<file path="src/rtl/dc_motor_pkg.sv">
`default_nettype none
// ============================================================================
//  Module   : dc_motor_pkg
//  Brief    : Default constants and helpers shared by the dc_motor PWM block
//  Revision : 1.0  initial release
// ============================================================================
package dc_motor_pkg;

    localparam int CNT_W      = 8;
    localparam int DUTY_STEP  = 32;
    localparam int REPEAT_CYC = 4096;
    localparam int PWM_MAX    = 1 << CNT_W;

    function automatic int pwm_max(input int cnt_w);
        return 1 << cnt_w;
    endfunction

    // A repeat period of 1 still needs a 1-bit timer
    function automatic int timer_width(input int cyc);
        return (cyc > 1) ? $clog2(cyc) : 1;
    endfunction

endpackage
`default_nettype wire

</file>
<file path="src/rtl/dc_motor_btn.sv">
`default_nettype none
// ============================================================================
//  Module   : dc_motor_btn
//  Brief    : Button conditioner: 2-flop sync, rising-edge event, auto-repeat
//  Revision : 1.0  initial release
// ============================================================================
module dc_motor_btn
    import dc_motor_pkg::*;
#(
    parameter int REPEAT_CYC = dc_motor_pkg::REPEAT_CYC
) (
    input  logic clk,
    input  logic rst,
    input  logic level,
    output logic evt
);

    localparam int               C_TW   = timer_width(REPEAT_CYC);
    localparam logic [C_TW-1:0]  C_LAST = C_TW'(REPEAT_CYC - 1);

    logic            sync1_q, sync1_d;
    logic            sync2_q, sync2_d;
    logic            prev_q,  prev_d;
    logic [C_TW-1:0] timer_q, timer_d;

    logic w_edge;
    logic w_held;
    logic w_rep;

    always_comb begin
        sync1_d = level;
        sync2_d = sync1_q;
        prev_d  = sync2_q;
        w_edge  = sync2_q & ~prev_q;
        w_held  = sync2_q & prev_q;
        // Timer starts the cycle after the edge, so a repeat lands REPEAT_CYC clocks after it
        w_rep   = w_held && (timer_q == C_LAST);
        timer_d = '0;
        if (w_held && !w_rep) begin
            timer_d = timer_q + C_TW'(1);
        end
        evt = w_edge | w_rep;
    end

    always_ff @(posedge clk or negedge rst) begin
        if (!rst) begin
            sync1_q <= 1'b0;
            sync2_q <= 1'b0;
            prev_q  <= 1'b0;
            timer_q <= '0;
        end else begin
            sync1_q <= sync1_d;
            sync2_q <= sync2_d;
            prev_q  <= prev_d;
            timer_q <= timer_d;
        end
    end

endmodule
`default_nettype wire

</file>
<file path="src/rtl/dc_motor.sv">
`default_nettype none
// ============================================================================
//  Module   : dc_motor
//  Brief    : PWM speed controller for an H-bridge with inc/dec duty buttons
//  Revision : 1.0  initial release
// ============================================================================
module dc_motor
    import dc_motor_pkg::*;
#(
    parameter int CNT_W      = dc_motor_pkg::CNT_W,
    parameter int DUTY_STEP  = dc_motor_pkg::DUTY_STEP,
    parameter int REPEAT_CYC = dc_motor_pkg::REPEAT_CYC
) (
    input  logic clk,
    input  logic rst,
    input  logic inc,
    input  logic dec,
    output logic pwm_out,
    output logic nsleep
);

    localparam int                C_FULL   = pwm_max(CNT_W);
    localparam logic [CNT_W+1:0]  C_FULL_W = (CNT_W+2)'(C_FULL);
    localparam logic [CNT_W+1:0]  C_STEP_W = (CNT_W+2)'(DUTY_STEP);
    localparam logic [CNT_W:0]    C_STEP_N = (CNT_W+1)'(DUTY_STEP);

    logic w_inc_evt;
    logic w_dec_evt;

    dc_motor_btn #(.REPEAT_CYC(REPEAT_CYC)) u_btn_inc (
        .clk   (clk),
        .rst   (rst),
        .level (inc),
        .evt   (w_inc_evt)
    );

    dc_motor_btn #(.REPEAT_CYC(REPEAT_CYC)) u_btn_dec (
        .clk   (clk),
        .rst   (rst),
        .level (dec),
        .evt   (w_dec_evt)
    );

    logic [CNT_W-1:0] cnt_q,      cnt_d;
    logic [CNT_W:0]   duty_req_q, duty_req_d;
    logic [CNT_W:0]   duty_act_q, duty_act_d;
    logic             pwm_q,      pwm_d;
    logic             nsleep_q,   nsleep_d;

    logic [CNT_W+1:0] w_sum;

    always_comb begin
        cnt_d      = cnt_q + CNT_W'(1);
        w_sum      = {1'b0, duty_req_q} + C_STEP_W;
        duty_req_d = duty_req_q;
        if (w_inc_evt && !w_dec_evt) begin
            duty_req_d = (w_sum > C_FULL_W) ? C_FULL_W[CNT_W:0] : w_sum[CNT_W:0];
        end else if (w_dec_evt && !w_inc_evt) begin
            duty_req_d = (duty_req_q > C_STEP_N) ? (duty_req_q - C_STEP_N) : '0;
        end
        // Active duty only changes at the period boundary to avoid a glitched pulse
        duty_act_d = (&cnt_q) ? duty_req_q : duty_act_q;
        pwm_d      = ({1'b0, cnt_q} < duty_act_q);
        nsleep_d   = (duty_req_q != '0);
    end

    always_ff @(posedge clk or negedge rst) begin
        if (!rst) begin
            cnt_q      <= '0;
            duty_req_q <= '0;
            duty_act_q <= '0;
            pwm_q      <= 1'b0;
            nsleep_q   <= 1'b0;
        end else begin
            cnt_q      <= cnt_d;
            duty_req_q <= duty_req_d;
            duty_act_q <= duty_act_d;
            pwm_q      <= pwm_d;
            nsleep_q   <= nsleep_d;
        end
    end

    assign pwm_out = pwm_q;
    assign nsleep  = nsleep_q;

endmodule
`default_nettype wire

</file>
<file path="config.mk">
export PLATFORM = sky130hd
export DESIGN_NAME = dc_motor
export DESIGN_NICKNAME = d
export VERILOG_FILES = /design/src/rtl/dc_motor_pkg.sv /design/src/rtl/dc_motor_btn.sv /design/src/rtl/dc_motor.sv
export SDC_FILE = /design/constraint.sdc
export NUM_CORES = 1
export LEC_CHECK = 0
export ABC_AREA = 0
export BUFFER_PORTS_ARGS = -buffer_cell sky130_fd_sc_hd__buf_2
export CORE_MARGIN = 3
export CORE_UTILIZATION = 30
export CTS_CLUSTER_DIAMETER = 150
export DETAILED_ROUTE_END_ITERATION = 8
export HOLD_SLACK_MARGIN = 0.15
export PLACE_DENSITY = 0.49
export SLEW_MARGIN = 20
export SYNTH_ARGS = -nofsm -noshare
export SYNTH_HDL_FRONTEND = slang
export SYNTH_SLANG_ARGS = --single-unit
</file>
<file path="constraint.sdc">
create_clock -name clk -period 4.7 [get_ports clk]
set_clock_uncertainty 0.2 [all_clocks]
set_input_delay 0.705 -clock clk [delete_from_list [all_inputs] [get_ports clk]]
set_output_delay 0.705 -clock clk [all_outputs]
set_load 0.05 [all_outputs]
</file>
# Word level (Yosys, flattened, before mapping)
# Index checks and enable logic that the tools add are counted.
# word_totals
reg_bits,58
in_bits,4
# classes
muxes,6
eq_ne,2
magnitude_cmp,3
reduce_logical,13
addsub,5
bitwise_logic,8
# ops
op,n
$mux 9,4
$add 12x1->12 const B,2
$eq 12x12->1 const B,2
$mux 12,2
$add 9x6->10 const B,1
$gt 10x9->1 const B,1
$gt 9x6->1 const B,1
$lt 8x9->1,1
$reduce_bool 9->1,1
$sub 9x6->9 const B,1
$add 8x1->8 const B,1
$reduce_and 8->1,1
$logic_and 1x1->1,6
$and 1x1->1,4
$logic_not 1->1,4
$not 1->1,2
$or 1x1->1,2
$reduce_bool 2->1,1

# Depth between registers and ports, before layout
# logic_depth
word_depth,7
mapped_depth,11
ltp_nobuf,10

# Cells and area by module
# Synthesis repeated with hierarchy kept, for this count alone.
# hier_totals
hier_cells,216
area_unflattened_um2,2326.0
# by_module_without_submodules
module,cells_per_inst,instances,area_each_um2,seq_area_each_um2
dc_motor_btn,63,2,690.7,375.4
dc_motor,90,1,944.7,450.4

# Worst setup path after synthesis
# OpenSTA, ideal clock, no wires.
# synth_timing
path_kind,register to register
start,register u_btn_inc.timer_q[0]
end,register duty_req_q[7]
n_path_buf,2
period_less_slack_ps,2298
arrival_time_ps,1971
path_slack_ps,2402
stages_incl_launch_ff,11
setup_time_ps,128
cell_sequence,dfrtp_1 -> ha_1 -> and3_1 -> clkbuf_1 -> nand4_1 -> a21boi_0 -> ha_1 -> clkbuf_1 -> nor2_1 -> a311oi_1 -> a21oi_1
# synth_via
elab_chain_len,6
# synth_lines
item,line_no,source
"start, declared",dc_motor_btn.sv:24,"logic [C_TW-1:0] timer_q, timer_d;"
"start signal, assigned",dc_motor_btn.sv:55,timer_q <= timer_d;
$eq 12x12->1 (*),dc_motor_btn.sv:37,w_rep = w_held && (timer_q == C_LAST);
$logic_and 1x1->1 (*),dc_motor_btn.sv:37,
$or 1x1->1 (*),dc_motor_btn.sv:42,evt = w_edge | w_rep;
$logic_not 1->1,dc_motor.sv:58,end else if (w_dec_evt && !w_inc_evt) begin
$logic_and 1x1->1,dc_motor.sv:58,
$reduce_bool 2->1 (no source line),--,
"end signal, assigned",dc_motor.sv:76,duty_req_q <= duty_req_d;
"end, declared",dc_motor.sv:45,"logic [CNT_W:0] duty_req_q, duty_req_d;"
# Every way passes the cells marked *; elsewhere a longest branch is shown, timed or not.
# A chain may end at the register's enable or synchronous reset.

# Worst setup path in the final report
# layout_timing
start,register u_btn_dec.timer_q[0]
end,register duty_req_q[8]
# layout_via
elab_chain_len,6
# layout_lines
item,line_no,source
"start, declared",dc_motor_btn.sv:24,
"start signal, assigned",dc_motor_btn.sv:55,
$eq 12x12->1 (*),dc_motor_btn.sv:37,
$logic_and 1x1->1 (*),dc_motor_btn.sv:37,
$or 1x1->1 (*),dc_motor_btn.sv:42,
$logic_not 1->1,dc_motor.sv:56,if (w_inc_evt && !w_dec_evt) begin
$logic_and 1x1->1,dc_motor.sv:56,
$mux 9 or $reduce_bool 2->1 (tied branches),--,
# Marks and branches as above.

==> impl_metrics.ini <==
[yosys]
yosysWarnings = 0
synth.cell_area_sq_um = 2200
async_flop_share_pct = 100
synth_common_cells = dfrtp_1, nor2_1, nand2_1, nand3_1, xnor2_1
synthCells = 212
synth.area.top_cells = dfrtp_1, ha_1, nor2_1, xnor2_1, xor2_1
synth_area_per_cell_sq_um = 10.4
synth_edf_count = 0
synth_seq_cells = 48
yosysMostFrequentCell = dfrtp_1
synth_xor_area_share_pct = 9.94
synth_flop_cell = dfrtp_1
synth_fa_ha_area_share_pct = 5.68
yosys.area_share.simple_pct = 18.9
synth_top_family_by_area = simple AND/OR/NAND/NOR gates
synth_compound_area_share_pct = 6.02
ys_types = 32
syn_nets = 226
synth_area_leader_cell = dfrtp_1
synth_mux_area_share_pct = 2.39
ys_seq_area_share_pct = 54.5
synth.top_cell.area_share_pct = 54.5

[worst_setup_path]
worstSetupStartpoint = u_btn_dec.timer_q[0]
path_cells = ha_1 > and4_1 > nand2_1 > o21ai_0 > nand2_1 > ha_1 > a21oi_1 > a32oi_1 > o21ai_0
worstReg2RegStart = u_btn_dec.timer_q[0]
worstSetupPathType = reg -> reg
crit_family = compound AO/OA/AOI/OAI gates
arrival_ns = 2.38
crit_required_ns = 4.73
path_max_fanout = 9
setup.worst_path.end_class = flop
crit_slowest_cell = dfrtp_1
rr_worst_depth = 9
slowest_delay_ns = 0.42
critPathLaunchType = flop
ff2ff_setup_slack_ns = 2.35
r2r_end = duty_req_q[8]
cp_num_buf_inv = 0

[power_and_ir_drop]
p_int_mw = 0.648
ir_worst_vdd_mv = 0.122
p_clk_share_pct = 32.5
combPwrFrac_pct = 15.6
switching_power_mw = 0.247
leakage_nw = 1.05
seq_power_share_pct = 51.9
p_per_area_nw_per_um2 = 365
switching_share_pct = 27.6

[sta]
setup_viol = 0
period_share_pct = 50.1
fin_crit_ns = 2.35
slew_headroom_pct = 56.0
fmaxAchievable_mhz = 425
tightest_slew_ns = 0.658
drv_slew = 0
hold_viol = 0
rsz0062_at_grt = no
setup_slack_ns = 2.35
tns_ns = 0

[clocking]
cts-root-buf = clkbuf_8
htree_levels = 2
clk_pin_slew_worst_paths_ns = 0.09
cts.repair.resized = 0
cts_tree = done
post-cts-setup-buffers = 0
cts.sinks = 48
cts-buffers-inserted = 5
cts.path.max_buffers = 2
holdBufCountCts = 0
clkLatencyLatePin_ns = 0.30

[global_routing]
grt_pass1_wl_um = 6520
grt-ovfl-total = 0
antenna_found_initial = 0
grt_start_max_net_pins = 49
grt_pass1_vias = 1401
grt_usage_pct = 9.83

[final_layout]
fin_util_pct = 35.3
final_cell_area_sq_um = 2450
syn2layout_area_growth_pct = 11.1
drive_above_1_share_pct = 8.56
nNetsFinal = 235
diodes = 0

[min_path]
min_to = u_btn_dec.prev_d
worstHoldPathCells = 0
hold_path.class = reg -> reg
hp-start = u_btn_dec.sync1_q

[placed_design]
dp_worst_setup_slack_ns = 2.36
portBuffers = 5
place_area_sq_um = 2340
gp_congestion = 0.848
dp_hpwl_um = 2480

[drt]
drc = 0
drt_pre_antenna_iters = 4
vias = 1415
viasPerCell = 4.45
wirelength_um = 3590
drtIter0Drc = 31
ant_nets = 0
wire_per_inst_um = 11.3

[flow_run]
cap_violations = 0

[die]
core-area_sq_um = 6940
die_area_sq_um = 8410
initial_core_util_pct = 31.7
ios = 6
die_h_um = 91.7
die_x_um = 91.7
rows = 30

[status]
status = finished, final reports clean
how the worst max path moves through the flow:
stage | slack [ns] | end | cells past startpoint
3_3_place_gp | 2.41 | duty_req_q[8] | 9
5_1_grt | 2.03 | duty_req_q[8] | 8
2_1_floorplan | 2.40 | duty_req_q[7] | 10
4_1_cts | 2.33 | duty_req_q[7] | 8
3_5_place_dp | 2.36 | duty_req_q[5] | 8
6_report | 2.35 | duty_req_q[8] | 9
routing by layer:
layer / up-vias / GRT usage [%] / routed length [um]
met4: 0 / 4.58 / 60
li1: 728 / - / -
met1: 671 / 12.8 / 1840
met5: - / 0 / 0
met2: 11 / 15.0 / 1590
met3: 5 / 2.87 / 92
kinds of logic (layout without fill, tap and decap cells):
logic type | Yosys count | after routing
simple gates | 87 | 87
buf+inv | 15 | 25
compound gates | 22 | 22
flops | 48 | 48
xor+xnor | 25 | 25
mux | 5 | 5
fa+ha+maj | 10 | 10
power by group through the flow:
| stage | clock (mW) | combinational, mW | sequential, mW |
|---|---|---|---|
| after floorplan | 0 | 0.0938 | 0.476 |
| after global placement | 0 | 0.142 | 0.473 |
| after detailed placement | 0 | 0.141 | 0.473 |
| after CTS | 0.305 | 0.141 | 0.465 |
| after global routing | 0.327 | 0.161 | 0.470 |
| final | 0.291 | 0.139 | 0.465 |
sequential cells by signal, summed over array words and instances, names as in the netlist:
signal and count:
u_btn_inc.sync1_q 1, u_btn_inc.prev_q 1, nsleep 1, u_btn_dec.prev_d 1
cnt_q 8, u_btn_dec.sync1_q 1, duty_req_q 4, u_btn_inc.timer_q 12
u_btn_inc.prev_d 1, u_btn_dec.timer_q 12, pwm_out 1, u_btn_dec.prev_q 1
duty_act_q 4
final cells by class:
cell class	instances	area [sq um]
Inverter	11	41.3
Sequential cell	48	1200
Clock inverter	2	35.0
Fill cell	697	4500
Clock buffer	6	72.6
Multi-Input combinational cell	149	946
Tap cell	96	120
Timing Repair Buffer	6	32.5
stage by stage:
| stage | hold slack [ns] | power (mW) | cells |
|---|---|---|---|
| 2_1_floorplan | 0.131 | 0.569 | 212 |
| 3_3_place_gp | 0.135 | 0.615 | 310 |
| 3_5_place_dp | 0.136 | 0.613 | 310 |
| 4_1_cts | 0.152 | 0.911 | 318 |
| 5_1_grt | 0.164 | 0.958 | 318 |
| 6_report | 0.145 | 0.895 | 318 |
placed cells by master (no fill, tap or decap):
master,n
dfrtp_1,48
nor2_1,32
nand2_1,16
nand3_1,15
xnor2_1,13
xor2_1,12
inv_1,11
ha_1,10
a21oi_1,9
o21ai_0,5
clkbuf_8,5
buf_2,5
and3_1,4
and4_1,3
nand4_1,3
nor3_1,3
or2_2,3
o31ai_1,3
mux2i_1,3
mux2_2,2
nand3b_1,2
nand3_2,1
o21bai_1,1
nor4_1,1
a21boi_0,1
nand2b_1,1
or4_1,1
or3_1,1
a311oi_1,1
nor2b_1,1
a22oi_1,1
a32oi_1,1
bufinv_16,1
clkinv_2,1
clkbuf_1,1
buf_4,1
Power figures use the tool's default switching activity.
